===== config.mk =====
export PLATFORM = sky130hd
export DESIGN_NAME = dmem_responder
export DESIGN_NICKNAME = d
export VERILOG_FILES = /design/src/rtl/dmem_pkg.sv /design/src/rtl/dmem_lane_fmt.sv /design/src/rtl/dmem_responder.sv
export SDC_FILE = /design/constraint.sdc
export NUM_CORES = 2
export LEC_CHECK = 0
export CAP_MARGIN = 40
export CELL_PAD_IN_SITES_DETAIL_PLACEMENT = 1
export CELL_PAD_IN_SITES_GLOBAL_PLACEMENT = 1
export CORE_MARGIN = 5
export CORE_UTILIZATION = 50
export DETAILED_ROUTE_END_ITERATION = 7
export DONT_BUFFER_PORTS = 1
export HOLD_SLACK_MARGIN = 0.05
export PLACE_DENSITY = 0.73
export SKIP_CTS_REPAIR_TIMING = 1
export SLEW_MARGIN = 5
export SYNTH_ARGS = -nofsm -noshare
export SYNTH_HDL_FRONTEND = slang
export SYNTH_SLANG_ARGS = --single-unit

===== constraint.sdc =====
create_clock -name clk -period 5.1 [get_ports clk]
set_clock_uncertainty 0.05 [all_clocks]
set_input_delay 0 -clock clk [delete_from_list [all_inputs] [get_ports clk]]
set_output_delay 0 -clock clk [all_outputs]
set_load 0.01 [all_outputs]

===== src/rtl/dmem_pkg.sv =====
// Shared definitions for the data-memory responder: RV32 load/store
// func3 encodings, the controller state type and the wait counter width.
package dmem_pkg;

  localparam logic [2:0] LS_B  = 3'b000;
  localparam logic [2:0] LS_H  = 3'b001;
  localparam logic [2:0] LS_W  = 3'b010;
  localparam logic [2:0] LS_BU = 3'b100;
  localparam logic [2:0] LS_HU = 3'b101;

  // Holds WAIT_STATES up to 15.
  localparam int WAIT_CNT_W = 4;

  typedef enum logic [1:0] {
    IDLE = 2'd0,
    WAIT = 2'd1,
    RESP = 2'd2
  } dmem_state_t;

endpackage


===== src/rtl/dmem_lane_fmt.sv =====
// Byte-lane formatting for RV32 loads and stores (purely combinational).
// Produces the store byte mask and lane-replicated write data, and the
// extracted, sign/zero-extended load result from the addressed RAM word.
// Honours DMEM_MISALIGN_ERR_EN: when defined, misaligned H/W and illegal
// func3 are blocked and flagged; otherwise misaligned low bits are ignored.
module dmem_lane_fmt
  import dmem_pkg::*;
(
  input  logic [2:0]  func3,
  input  logic [1:0]  addr_lo,
  input  logic [31:0] wdata,
  input  logic [31:0] ram_word,
  output logic [3:0]  wr_mask,
  output logic [31:0] wr_data,
  output logic [31:0] rd_data,
  output logic        acc_err
);

  logic [1:0]  lane;
  logic        legal;
  logic        blocked;
  logic [15:0] shifted;

  // Effective lane, legality and whether the access must be suppressed.
  always_comb begin
    lane    = 2'b00;
    legal   = 1'b1;
    blocked = 1'b0;
    acc_err = 1'b0;
    case (func3)
      LS_B, LS_BU: lane = addr_lo;
      LS_H, LS_HU: lane = {addr_lo[1], 1'b0};
      LS_W:        lane = 2'b00;
      default:     legal = 1'b0;
    endcase
`ifdef DMEM_MISALIGN_ERR_EN
    case (func3)
      LS_H, LS_HU: blocked = addr_lo[0];
      LS_W:        blocked = |addr_lo;
      default:     blocked = 1'b0;
    endcase
    blocked = blocked | ~legal;
    acc_err = blocked;
`else
    blocked = ~legal;
`endif
  end

  // Store mask / write data and load extract / extend.
  always_comb begin
    wr_mask = 4'b0000;
    wr_data = 32'h0;
    rd_data = 32'h0;
    shifted = 16'(ram_word >> {lane, 3'b000});
    if (!blocked) begin
      case (func3)
        LS_B, LS_BU: begin
          wr_mask = 4'b0001 << lane;
          wr_data = {4{wdata[7:0]}};
        end
        LS_H, LS_HU: begin
          wr_mask = 4'b0011 << lane;
          wr_data = {2{wdata[15:0]}};
        end
        LS_W: begin
          wr_mask = 4'b1111;
          wr_data = wdata;
        end
        default: ;
      endcase
      case (func3)
        LS_B:    rd_data = {{24{shifted[7]}}, shifted[7:0]};
        LS_BU:   rd_data = {24'h0, shifted[7:0]};
        LS_H:    rd_data = {{16{shifted[15]}}, shifted[15:0]};
        LS_HU:   rd_data = {16'h0, shifted[15:0]};
        LS_W:    rd_data = ram_word;
        default: rd_data = 32'h0;
      endcase
    end
  end

endmodule


===== src/rtl/dmem_responder.sv =====
// Data-memory responder for the core load/store port: valid/ready request
// and response handshakes, programmable wait states, internal word RAM.
// Optional macro DMEM_MISALIGN_ERR_EN enables rsp_err on misaligned H/W and
// illegal func3; when undefined rsp_err is tied low.
//
// state | meaning
// ------+-----------------------------------------------------------------
// IDLE  | req_ready=1; a valid request is latched and the access starts
// WAIT  | RAM access cycle plus WAIT_STATES extra cycles; the counter runs
//       | down and at terminal count the store commits / load is read
// RESP  | rsp_valid=1 with stable data/err until rsp_ready
module dmem_responder
  import dmem_pkg::*;
#(
  parameter int DEPTH_WORDS = 64,
  parameter int WAIT_STATES = 1
) (
  input  logic        clk,
  input  logic        reset,
  input  logic        req_valid,
  output logic        req_ready,
  input  logic        req_we,
  input  logic [2:0]  req_func3,
  input  logic [31:0] req_addr,
  input  logic [31:0] req_wdata,
  output logic        rsp_valid,
  input  logic        rsp_ready,
  output logic [31:0] rsp_rdata,
  output logic        rsp_err
);

  localparam int AW = $clog2(DEPTH_WORDS);

  dmem_state_t           state_q, state_d;
  logic [WAIT_CNT_W-1:0] cnt_q, cnt_d;
  logic                  accept;
  logic                  commit;

  logic                  lat_we;
  logic [2:0]            lat_func3;
  logic [AW+1:0]         lat_addr;
  logic [31:0]           lat_wdata;

  logic [31:0]           mem [DEPTH_WORDS];
  logic [31:0]           ram_word;
  logic [3:0]            wr_mask;
  logic [31:0]           wr_data;
  logic [31:0]           rd_data;
  logic                  acc_err;
  logic [31:0]           rdata_q;

  // Upper address bits are don't-care: accesses wrap modulo the RAM size.
  logic                  unused_addr_hi;
  assign unused_addr_hi = ^req_addr[31:AW+2];

  assign ram_word  = mem[lat_addr[AW+1:2]];
  assign rsp_rdata = rdata_q;

  dmem_lane_fmt u_lane_fmt (
    .func3    (lat_func3),
    .addr_lo  (lat_addr[1:0]),
    .wdata    (lat_wdata),
    .ram_word (ram_word),
    .wr_mask  (wr_mask),
    .wr_data  (wr_data),
    .rd_data  (rd_data),
    .acc_err  (acc_err)
  );

  // State register and wait down-counter.
  always_ff @(posedge clk or posedge reset) begin
    if (reset) begin
      state_q <= IDLE;
      cnt_q   <= '0;
    end else begin
      state_q <= state_d;
      cnt_q   <= cnt_d;
    end
  end

  // Next-state, handshake outputs and access strobes.
  always_comb begin
    state_d   = state_q;
    cnt_d     = cnt_q;
    req_ready = 1'b0;
    rsp_valid = 1'b0;
    accept    = 1'b0;
    commit    = 1'b0;
    case (state_q)
      IDLE: begin
        req_ready = 1'b1;
        if (req_valid) begin
          accept  = 1'b1;
          state_d = WAIT;
          cnt_d   = WAIT_CNT_W'(WAIT_STATES);
        end
      end
      WAIT: begin
        if (cnt_q == '0) begin
          commit  = 1'b1;
          state_d = RESP;
        end else begin
          cnt_d = cnt_q - WAIT_CNT_W'(1);
        end
      end
      RESP: begin
        rsp_valid = 1'b1;
        if (rsp_ready) state_d = IDLE;
      end
      default: state_d = IDLE;
    endcase
  end

  // Request latch, captured on accept and held for the whole transaction.
  always_ff @(posedge clk or posedge reset) begin
    if (reset) begin
      lat_we    <= 1'b0;
      lat_func3 <= 3'b000;
      lat_addr  <= '0;
      lat_wdata <= 32'h0;
    end else if (accept) begin
      lat_we    <= req_we;
      lat_func3 <= req_func3;
      lat_addr  <= req_addr[AW+1:0];
      lat_wdata <= req_wdata;
    end
  end

  // Response data register; stores always answer with zero.
  always_ff @(posedge clk or posedge reset) begin
    if (reset) begin
      rdata_q <= 32'h0;
    end else if (commit) begin
      rdata_q <= lat_we ? 32'h0 : rd_data;
    end
  end

`ifdef DMEM_MISALIGN_ERR_EN
  logic err_q;

  // Error flag captured alongside the response data.
  always_ff @(posedge clk or posedge reset) begin
    if (reset) begin
      err_q <= 1'b0;
    end else if (commit) begin
      err_q <= acc_err;
    end
  end

  assign rsp_err = err_q;
`else
  logic unused_acc_err;
  assign unused_acc_err = acc_err;
  assign rsp_err        = 1'b0;
`endif

  // RAM byte-lane write at commit; contents survive reset.
  always_ff @(posedge clk) begin
    if (commit && lat_we) begin
      for (int i = 0; i < 4; i++) begin
        if (wr_mask[i]) mem[lat_addr[AW+1:2]][8*i +: 8] <= wr_data[8*i +: 8];
      end
    end
  end

endmodule


==> flow_summary_export.csv <==
group,metric,value,unit
run_status,outcome,"finished with violations",
run_status,violations,"DRC",
global_routing,grtUsageTotal,34.0,%
layout,drive_gt1_share,17.5,%
layout,n_fill_cell,14460,
layout,fin_nets,5225,
sta,final.setup.tns,0,ns
power,p_leak,30.3,nW
sta,relSlewSlack,28.3,%
placement,io_buffer_count,0,
routing,via_per_inst,7.05,
synth,synth-seq-area-share,78.1,%
sta,hold_viol,0,
worst_setup_path,rr_startpoint,"lat_addr[3]$_DFFE_PP0P_",
layout,synthToLayoutAreaGrowth,16.3,%
job,drv_cap,0,
sta,setup_violations,0,
sta,slew_violations,0,
clocking,cts_buffers,212,
sta,finalCriticalPeriod,4.58,ns
routing,wl_per_cell,40.1,µm
power,ir_drop,0.000538,V
clocking,cts_tree,"built",
global_routing,grt_pass1_vias,52302,
power,p_comb_share,33.5,%
routing,antenna_left,0,
worst_setup_path,cpMaxStageDelayCell,"and3_4",
worst_setup_path,r2r_cells,10,
clocking,cts_root_buf,"clkbuf_16",
worst_setup_path,worstPathCellList,"and3_4 > buf_4 > buf_4 > a22oi_1 > a31oi_1 > nor4_1 > a21oi_1 > buf_4 > a2111oi_0 > nor2_1",
global_routing,grt_pass1_wl,409,mm
synth,yosys-top-cells-area,"edfxtp_1, a22oi_1, dfrtp_1",
worst_setup_path,critPathBufInv,3,
synth,syn_avg_cell_area,17.1,µm²
worst_setup_path,cpMostUsedCell,"buf_4",
power,p_int,0.0373,W
routing,detail_route.iter0.violations,9024,
global_routing,gr-total-overflow,0,
clocking,clkTransAtPathRegs,0.07,ns
worst_setup_path,arrival,5.30,ns
placement,gp_congestion,0.918,
clocking,worstSkewPairLatency,0.85,ns
layout,final_cell_area,0.0946,mm²
power,p_sw,0.0223,W
synth,synth_top_area_share,75.6,%
sta,rsz0062_at_grt,"no",
synth,async_flop_share,3.85,%
worst_setup_path,start_kind,"register",
sta,max_slew.worst_pin.slew,1.07,ns
routing,wirelength,302,mm
synth,syn_nets,4824,
global_routing,grt_max_degree,69,
routing,drc,1,
placement,dpl_cell_area,0.0866,mm²
floorplan,io_pins,107,
floorplan,die_w,413,µm
floorplan,core,0.162,mm²
synth,synth_edf_count,2048,
power,power.share.clock,26.9,%
sta,fin_crit_sh,89.9,%
synth,ys_types,88,
synth,ys_warn_count,0,
synth,synth_seq_cells,2130,
synth,synthCells,4750,
power,p_seq_share,39.6,%
worst_setup_path,rrSetupSlack,0.52,ns
sta,holdWs,0.232,ns
worst_setup_path,r2r-end,"rsp_rdata[4]$_DFFE_PP0P_",
clocking,cts-htree-levels,4,
worst_setup_path,endpoint_kind,"register",
floorplan,placementRows,148,
synth,synthesis.area,0.0813,mm²
floorplan,die-area,0.171,mm²
power,power.density,630,mW/mm²
worst_setup_path,cpLargestDelayFamily,"compound AO/OA/AOI/OAI gates",
hold_path,hold_path.class,"primary input to async pin",
worst_setup_path,required,5.82,ns
placement,hpwlAfterDp,186,mm
synth,yosysTopAreaCell,"edfxtp_1",
worst_setup_path,worstSetupPathType,"register to register",
power,switching_share,37.4,%
global_routing,antenna_found_initial,17,
routing,firstDrtPassIters,8,
floorplan,die_y,413,µm
clocking,clock_sinks,2130,
routing,vias,52998,
worst_setup_path,cpPeakStageDelay,0.93,ns
synth,ys.flop_type,"edfxtp_1",
sta,max_clock_freq,0.218,GHz
floorplan,initial_core_util,50.1,%
clocking,cts_buffer_depth,3,
worst_setup_path,crit_fanout,39,
cell families (layout without fill, tap and decap cells):
| family | Yosys count | count (layout) | share of synthesized area (%) |
|---|---|---|---|
| DFF | 2130 | 2130 | 78.1 |
| AOI/OAI and AO/OA | 1282 | 1282 | 12.1 |
| and+or+nand+nor | 777 | 777 | 4.95 |
| buffers and inverters | 387 | 969 | 2.32 |
| muxes | 169 | 169 | 2.45 |
| adders and majority gates | 2 | 2 | 0.0308 |
| xor gates and xnor gates | 2 | 2 | 0.0215 |
| other | 1 | 14 | 0.00461 |
synthesized netlist by cell type, types with 15 or more instances:
cell       number
edfxtp_1     2048
a22oi_1       565
nor2_1        315
buf_2         148
a22o_1        147
nand2_1       145
clkbuf_1      125
a221oi_1      110
dfrtp_1        82
mux2i_1        82
a31oi_1        75
a21oi_1        73
mux2_2         67
nand4_1        56
o21ai_0        54
o22ai_1        42
buf_1          36
inv_1          30
nand4b_1       29
a41o_1         26
nand3_1        26
and4_1         25
buf_4          25
nand3b_1       24
buf_6          21
nor4_1         20
o2111ai_1      20
nor3_1         19
a211o_1        18
a41oi_1        18
a221o_1        17
mux4_2         17
or3b_2         17
o31ai_1        16
and3_1         15
worst min-delay path, delay by kind of cell:
| kind | cells | cell delay [ns] |
|---|---|---|
| buffers and inverters | 4 | 1.47 |
sequential cells by signal, indices dropped and copies added, names as in the netlist:
signal and flops:
cnt_q 4, lat_we 1, rsp_rdata 32, lat_func3 3, mem 2048, state_q 2
lat_addr 8, lat_wdata 32
area by class of cell:
| class | instances | area, µm² | share of cell area [%] |
|---|---|---|---|
| antenna | 13 | 32.5 | 0.0344 |
| clock buffer | 259 | 5580 | 5.89 |
| clock inverter | 136 | 1440 | 1.52 |
| inverter | 32 | 121 | 0.128 |
| multi-input combinational | 2233 | 16300 | 17.2 |
| sequential | 2130 | 63600 | 67.2 |
| tap | 2175 | 2720 | 2.88 |
| timing repair buffer | 542 | 4890 | 5.17 |
per-layer routing:
| metal | global-route usage, % | wire length [µm] | vias to the layer above |
|---|---|---|---|
| li1 | - | - | 20391 |
| met1 | 43.5 | 102000 | 27098 |
| met2 | 52.1 | 138000 | 4442 |
| met3 | 9.71 | 38500 | 1053 |
| met4 | 20.2 | 22700 | 14 |
| met5 | 0 | 98 | - |
worst max-delay path by stage:
| stage | startpoint | end | slack (ns) | depth (start not counted) |
|---|---|---|---|---|
| 6_report | lat_addr[3]$_DFFE_PP0P_ | rsp_rdata[4]$_DFFE_PP0P_ | 0.52 | 10 |
| 2_1_floorplan | lat_func3[0]$_DFFE_PP0P_ | mem[0][24]$_DFFE_PP_ | 0.77 | 4 |
| 5_1_grt | lat_addr[2]$_DFFE_PP0P_ | rsp_rdata[15]$_DFFE_PP0P_ | 0.49 | 11 |
| 3_3_place_gp | lat_addr[3]$_DFFE_PP0P_ | rsp_rdata[4]$_DFFE_PP0P_ | 0.85 | 11 |
| 4_1_cts | lat_addr[6]$_DFFE_PP0P_ | rsp_rdata[11]$_DFFE_PP0P_ | 0.72 | 11 |
| 3_5_place_dp | lat_addr[6]$_DFFE_PP0P_ | rsp_rdata[11]$_DFFE_PP0P_ | 0.74 | 11 |
power groups by stage:
stage | clock (W) | combinational (W) | sequential, W
2_1_floorplan | 0 | 0.00930 | 0.0238
3_3_place_gp | 0 | 0.0175 | 0.0239
3_5_place_dp | 0 | 0.0185 | 0.0239
4_1_cts | 0.0159 | 0.0187 | 0.0235
5_1_grt | 0.0169 | 0.0200 | 0.0236
6_report | 0.0160 | 0.0200 | 0.0236
cell usage in the layout, fill, tap and decap left out, types with 29 or more instances in the layout:
| cell type | Yosys | layout |
|---|---|---|
| o22ai_1 | 42 | 42 |
| mux2i_1 | 82 | 82 |
| clkinv_2 | 0 | 41 |
| clkbuf_16 | 0 | 216 |
| nand4b_1 | 29 | 29 |
| mux2_2 | 67 | 67 |
| a22o_1 | 147 | 139 |
| edfxtp_1 | 2048 | 2048 |
| nand4_1 | 56 | 56 |
| a22oi_1 | 565 | 565 |
| nand2_1 | 145 | 145 |
| a21oi_1 | 73 | 65 |
| buf_4 | 25 | 398 |
| a221oi_1 | 110 | 110 |
| inv_1 | 30 | 29 |
| o21ai_0 | 54 | 38 |
| a31oi_1 | 75 | 75 |
| buf_12 | 0 | 37 |
| dfrtp_1 | 82 | 78 |
| dlygate4sd3_1 | 0 | 95 |
| clkinv_1 | 1 | 54 |
| nor2_1 | 315 | 313 |
| clkbuf_1 | 125 | 42 |
metrics by stage:
step                power, W  utilization (%)  setup WS [ns]  cells
global placement      0.0414             52.8          0.846   6915
global route          0.0605             58.3          0.491   7507
floorplan             0.0331                -          0.771   4750
finish                0.0596             58.3          0.517   7520
CTS                   0.0582             57.7          0.718   7407
detailed placement    0.0424             53.4          0.744   7012
Power figures use the tool's default switching activity.
